File: src/rtl/mem_arbiter_pkg.sv
// Shared types and helpers for the program/data memory arbiter.
package mem_arbiter_pkg;

  // Loader-side access sequence: capture the request, wait for a free slot, acknowledge.
  typedef enum logic [1:0] {
    L_IDLE = 2'd0,
    L_WAIT = 2'd1,
    L_ACK  = 2'd2
  } arb_state_t;

  // Bits needed to hold a counter that runs from 0 up to and including max_val.
  function automatic int cnt_width(input int max_val);
    return (max_val < 1) ? 1 : $clog2(max_val + 1);
  endfunction

endpackage

File: src/rtl/mem_arbiter_sat_counter.sv
// Saturating up-counter with synchronous clear; tracks loader wait cycles.
module sat_counter #(
  parameter int W   = 4,
  parameter int MAX = 15
) (
  input  logic         clk,
  input  logic         rst_,
  input  logic         clear,
  input  logic         inc,
  output logic [W-1:0] count,
  output logic         at_max
);

  localparam logic [W-1:0] MAX_V = W'(MAX);

  logic [W-1:0] count_q;
  logic [W-1:0] count_d;

  assign count  = count_q;
  assign at_max = (count_q == MAX_V);

  // Next count: clear has priority, otherwise step until MAX and hold there.
  always_comb begin
    // NOTE: every combinational output gets a default first so no path can infer a latch.
    count_d = count_q;
    if (clear) begin
      count_d = '0;
    end else if (inc && !at_max) begin
      count_d = count_q + 1'b1;
    end
  end

  // Count register.
  always_ff @(posedge clk or negedge rst_) begin
    // NOTE: clocked state uses non-blocking assignments so all flops update together.
    if (!rst_) begin
      count_q <= '0;
    end else begin
      count_q <= count_d;
    end
  end

endmodule

File: src/rtl/mem_arbiter.sv
// Single-port memory arbiter: the CPU always owns the port when it strobes; the
// loader/debug port borrows idle cycles, and owns the memory once the CPU halts.
module mem_arbiter
  import mem_arbiter_pkg::*;
#(
  parameter int AW       = 5,
  parameter int DW       = 8,
  parameter int MAX_WAIT = 15
) (
  input  logic          clk,
  input  logic          rst_,
  input  logic          cpu_rd,
  input  logic          cpu_wr,
  input  logic          cpu_halt,
  input  logic [AW-1:0] cpu_addr,
  input  logic [DW-1:0] cpu_wdata,
  output logic [DW-1:0] cpu_rdata,
  input  logic          lr_req,
  input  logic          lr_we,
  input  logic [AW-1:0] lr_addr,
  input  logic [DW-1:0] lr_wdata,
  output logic          lr_ack,
  output logic [DW-1:0] lr_rdata,
  output logic          lr_starve,
  output logic          mem_rd,
  output logic          mem_wr,
  output logic [AW-1:0] mem_addr,
  output logic [DW-1:0] mem_wdata,
  input  logic [DW-1:0] mem_rdata
);

  localparam int CW = cnt_width(MAX_WAIT);
  localparam logic [CW-1:0] MAX_CNT = CW'(MAX_WAIT);

  arb_state_t    state_q, state_d;
  logic          halted_q, halted_d;
  logic          we_q, we_d;
  logic [AW-1:0] addr_q, addr_d;
  logic [DW-1:0] wdata_q, wdata_d;
  logic [DW-1:0] lr_rdata_q, lr_rdata_d;

  logic          slot_free;
  logic          grant_lr;
  logic          capture;
  logic          wait_inc;
  logic [CW-1:0] wait_cnt;
  logic          wait_at_max;

  // Loader wait-cycle counter; cleared when a new request is captured.
  sat_counter #(
    .W   (CW),
    .MAX (MAX_WAIT)
  ) u_wait_cnt (
    .clk    (clk),
    .rst_   (rst_),
    .clear  (capture),
    .inc    (wait_inc),
    .count  (wait_cnt),
    .at_max (wait_at_max)
  );

  assign cpu_rdata = mem_rdata;
  assign lr_rdata  = lr_rdata_q;
  assign lr_ack    = (state_q == L_ACK);
  assign lr_starve = (wait_cnt == MAX_CNT);

  // Slot detection, loader FSM next state, request capture and memory port mux.
  always_comb begin
    slot_free  = halted_q | (!cpu_rd & !cpu_wr);
    grant_lr   = (state_q == L_WAIT) && slot_free;
    capture    = (state_q == L_IDLE) && lr_req;
    wait_inc   = (state_q == L_WAIT) && !slot_free && !wait_at_max;

    state_d    = state_q;
    halted_d   = halted_q | cpu_halt;
    we_d       = we_q;
    addr_d     = addr_q;
    wdata_d    = wdata_q;
    lr_rdata_d = lr_rdata_q;

    // CPU owns the port unless the loader is granted; strobes are blocked after halt.
    mem_rd     = cpu_rd & !cpu_wr & !halted_q;
    mem_wr     = cpu_wr & !halted_q;
    mem_addr   = cpu_addr;
    mem_wdata  = cpu_wdata;

    unique case (state_q)
      L_IDLE: begin
        if (lr_req) begin
          we_d    = lr_we;
          addr_d  = lr_addr;
          wdata_d = lr_wdata;
          state_d = L_WAIT;
        end
      end
      L_WAIT: begin
        if (grant_lr) begin
          mem_rd    = !we_q;
          mem_wr    = we_q;
          mem_addr  = addr_q;
          mem_wdata = wdata_q;
          if (!we_q) begin
            lr_rdata_d = mem_rdata;
          end
          state_d = L_ACK;
        end
      end
      L_ACK: begin
        state_d = L_IDLE;
      end
      default: begin
        state_d = L_IDLE;
      end
    endcase
  end

  // FSM state, captured request, halt latch and loader read data.
  always_ff @(posedge clk or negedge rst_) begin
    if (!rst_) begin
      state_q    <= L_IDLE;
      halted_q   <= 1'b0;
      we_q       <= 1'b0;
      addr_q     <= '0;
      wdata_q    <= '0;
      lr_rdata_q <= '0;
    end else begin
      state_q    <= state_d;
      halted_q   <= halted_d;
      we_q       <= we_d;
      addr_q     <= addr_d;
      wdata_q    <= wdata_d;
      lr_rdata_q <= lr_rdata_d;
    end
  end

endmodule

File: config.mk
export PLATFORM = sky130hd
export DESIGN_NAME = mem_arbiter
export DESIGN_NICKNAME = d
export VERILOG_FILES = /design/src/rtl/mem_arbiter_pkg.sv /design/src/rtl/mem_arbiter_sat_counter.sv /design/src/rtl/mem_arbiter.sv
export SDC_FILE = /design/constraint.sdc
export NUM_CORES = 1
export LEC_CHECK = 0
export ABC_CLOCK_PERIOD_IN_PS = 4810
export CAP_MARGIN = 20
export CORE_MARGIN = 5
export CORE_UTILIZATION = 42
export DETAILED_ROUTE_END_ITERATION = 12
export PLACE_DENSITY = 0.95
export SETUP_SLACK_MARGIN = 0.2
export SYNTH_ARGS = -nofsm -noshare
export SYNTH_HDL_FRONTEND = slang
export SYNTH_SLANG_ARGS = --single-unit
File: constraint.sdc
create_clock -name clk -period 4.81 [get_ports clk]
set_clock_uncertainty 0.1 [all_clocks]
set_input_delay 1.2025 -clock clk [delete_from_list [all_inputs] [get_ports clk]]
set_output_delay 1.2025 -clock clk [all_outputs]
set_load 0.02 [all_outputs]
==> results of run 1 <==
## timing repair
item                       CTS  global route
setup endpoints to repair    0            14
hold buffers                 0             0
gates resized for setup      0             1
## through the flow
stage / setup slack, ns / hold slack, ns / instances / utilization (%)
CTS: 0.240 / 0.382 / 255 / 66.7
global placement: 0.311 / 0.354 / 247 / 64.6
finish: 0.308 / 0.377 / 255 / 66.9
floorplan: 1.35 / 0.342 / 138 / -
detailed placement: 0.250 / 0.359 / 247 / 64.6
global route: 0.186 / 0.413 / 255 / 66.9
## registers in the layout (all words and copies together) (netlist names)
register          cells
addr_q                5
halted_q              1
lr_rdata              8
state_q               2
u_wait_cnt.count      4
wdata_q               8
we_q                  1
## cells by family after synthesis
logic type                 count (synthesis)
AOI/OAI and AO/OA                          8
adders and majority gates                  1
buffers and inverters                     15
DFF                                       29
muxes                                     24
and+or+nand+nor                           61
## power breakdown
group,total [mW],internal [mW],switching (mW)
sequential,0.339,0.306,0.0330
clock,0.169,0.0846,0.0848
combinational,0.346,0.185,0.161
total,0.854,0.576,0.279
## area by class of cell
cell class                 instances  area, µm²  area share [%]
inverter                           3       11.3           0.504
sequential                        29        726            32.5
timing repair buffer              75        746            33.4
multi-input combinational         94        622            27.9
clock inverter                     1       5.00           0.224
tap                               46       57.6            2.58
clock buffer                       7       65.1            2.91
## worst register-to-register path: cells and delay by family, from the launching register on
family | cells | cell delay (ns)
flip-flops | 1 | 0.42
AND/OR/NAND/NOR | 2 | 0.53
multiplexers | 1 | 0.34
buffers and inverters | 1 | 0.21
## metal layers
metal | vias to the layer above | part of all wire, %
li1 | 586 | -
met1 | 578 | 35
met2 | 45 | 53
met3 | 6 | 10
met4 | 0 | 1.3
met5 | - | 0
## layout by cell type, fill, tap and decap left out, types with 2 or more instances in the layout
| cell | count |
|---|---|
| o21ai_0 | 2 |
| clkdlybuf4s50_1 | 73 |
| clkbuf_8 | 2 |
| nand2_1 | 45 |
| nor2b_1 | 3 |
| clkbuf_4 | 5 |
| mux2i_1 | 3 |
| inv_1 | 3 |
| buf_4 | 2 |
| nor2_1 | 2 |
| mux2_2 | 21 |
| dfrtp_1 | 29 |
## worst max-delay path by stage
| stage | endpoint |
|---|---|
| final | mem_addr[0] |
| after floorplan | mem_wr |
| after detailed placement | mem_wdata[6] |
| after CTS | mem_addr[0] |
| after global placement | mem_addr[0] |
| after global routing | mem_addr[0] |
==> impl_metrics.py, run 1 <==
metrics = {
    "placed_design": {
        "post-dp-hpwl_mm": 2.87,
        "portBuffers": 73,
        "placed_area_um2": 2160,
        "place_congestion": 0.725,
    },
    "synthesis": {
        "synth_adder_area_share_pct": 0.870,
        "yosysMostFrequentCell": "nand2_1",
        "muxShareOfSynthArea_pct": 18.5,
        "synth_common_cells": "nand2_1, dfrtp_1, mux2_2",
        "synth_xor_area_share_pct": 0,
        "synth_top_cells_by_area": "dfrtp_1, mux2_2, nand2_1",
        "yosysWarnings": 0,
        "synth_top_area_share_pct": 50.5,
        "post-synth-top-area-cell": "dfrtp_1",
        "synth_top_family_by_area": "simple AND/OR/NAND/NOR gates",
        "synth_compound_area_share_pct": 3.83,
        "synth_cells": 138,
        "syn_nets": 180,
        "yosys.area_share.simple_pct": 19.3,
        "ys_ff_latch": 29,
        "synth_area_um2": 1440,
        "async_flop_share_pct": 100,
        "ys.flop_type": "dfrtp_1",
        "avgSynthCellArea_um2": 10.4,
        "yosysSeqAreaShare_pct": 50.5,
        "synth_edf_count": 0,
        "ys_types": 29,
    },
    "grt": {
        "grt_pass1_wl_mm": 5.98,
        "grt-ovfl-total": 0,
        "top_usage_layer": "met2",
        "gr-usage-met1_pct": 18.4,
        "antenna_found_initial": 0,
        "track_usage_pct": 17.4,
        "grt_pass1_vias": 1329,
        "met3_usage_pct": 7.46,
        "grt_util_met2_pct": 31.1,
        "grt_max_degree": 30,
    },
    "timing": {
        "tns_ns": 0,
        "maxSlewViolCount": 0,
        "hold_violations": 0,
        "fmax_mhz": 222,
        "worst_slew_pin_slew_ns": 0.936,
        "grt_setup_unrepaired": "no",
        "max-slew-margin-rel_pct": 37.4,
        "setup_violations": 0,
        "finalCritPeriodShare_pct": 93.6,
        "period_needed_ns": 4.50,
    },
    "clock_tree": {
        "cts_htree_levels": 2,
        "clk_pin_slew_worst_paths_ns": 0.09,
        "postCtsSetupBuffers": 0,
        "numCtsBuffers": 5,
        "clk_latency_ns": 0.33,
        "cts_buffer_depth": 2,
        "cts_num_sinks": 29,
        "cts_tree": "yes",
        "cts-root-buf": "clkbuf_4",
    },
    "floorplan": {
        "die_h_um": 68.5,
        "ios": 74,
        "die-area_um2": 4690,
        "coreArea_um2": 3340,
        "rows": 21,
        "start_util_pct": 43.1,
        "die_x_um": 68.5,
    },
    "critical_path": {
        "arrival_ns": 3.20,
        "r2r_slack_ns": 3.11,
        "start_kind": "input pin",
        "timing.critical_path.cells": "clkdlybuf4s50_1 -> o21bai_1 -> nand2_4 -> mux2_2 -> clkdlybuf4s50_1",
        "worstPathMaxFanout": 15,
        "reg2reg_depth": 4,
        "crit_family": "buffers and inverters",
        "cp_num_buf_inv": 2,
        "worst_path_max_delay_cell": "clkdlybuf4s50_1",
        "max_stage_delay_ns": 0.62,
        "startpoint": "cpu_wr",
        "r2r-start": "state_q[1]",
        "path_depth": 5,
        "end_kind": "output port",
        "path_class": "in2out",
        "r2r_end": "lr_rdata[6]",
        "cp.required_ns": 3.51,
        "crit_top_cell": "clkdlybuf4s50_1",
    },
    "worst_hold_path": {
        "hold_path.class": "reg2reg",
        "worstHoldStart": "wdata_q[6]",
        "hold_path_depth": 2,
        "holdPathEnd": "wdata_q[6]",
    },
    "drt": {
        "dr.pass1.iters": 3,
        "drtIter0Drc": 31,
        "routed_wl_mm": 3.67,
        "via_count": 1215,
        "viasPerCell": 4.76,
        "wire_per_inst_um": 14.4,
        "drc": 0,
        "ant_nets": 0,
    },
    "run_status": {
        "status": "completed",
    },
    "cells_and_area": {
        "area_growth_pct": 55.3,
        "n_fill_cell": 286,
        "final_nets": 250,
        "design_area_um2": 2230,
        "drive_above_1_share_pct": 18.2,
        "insertedDiodeCount": 0,
    },
    "power": {
        "pwr_density_cell_nw_per_um2": 383,
        "peakVddDrop_uv": 237,
        "p_leak_nw": 1.00,
        "power_mw": 0.854,
    },
    "flow_run": {
        "cap_viol_max_count": 0,
    },
}
Power figures use the tool's default switching activity.
==> inputs of run 2 (changes only) <==
Settings changed: SKIP_CTS_REPAIR_TIMING set to 1.
==> results of run 2 <==
The final DEF is identical to that of run 1; final timing and power are the same.
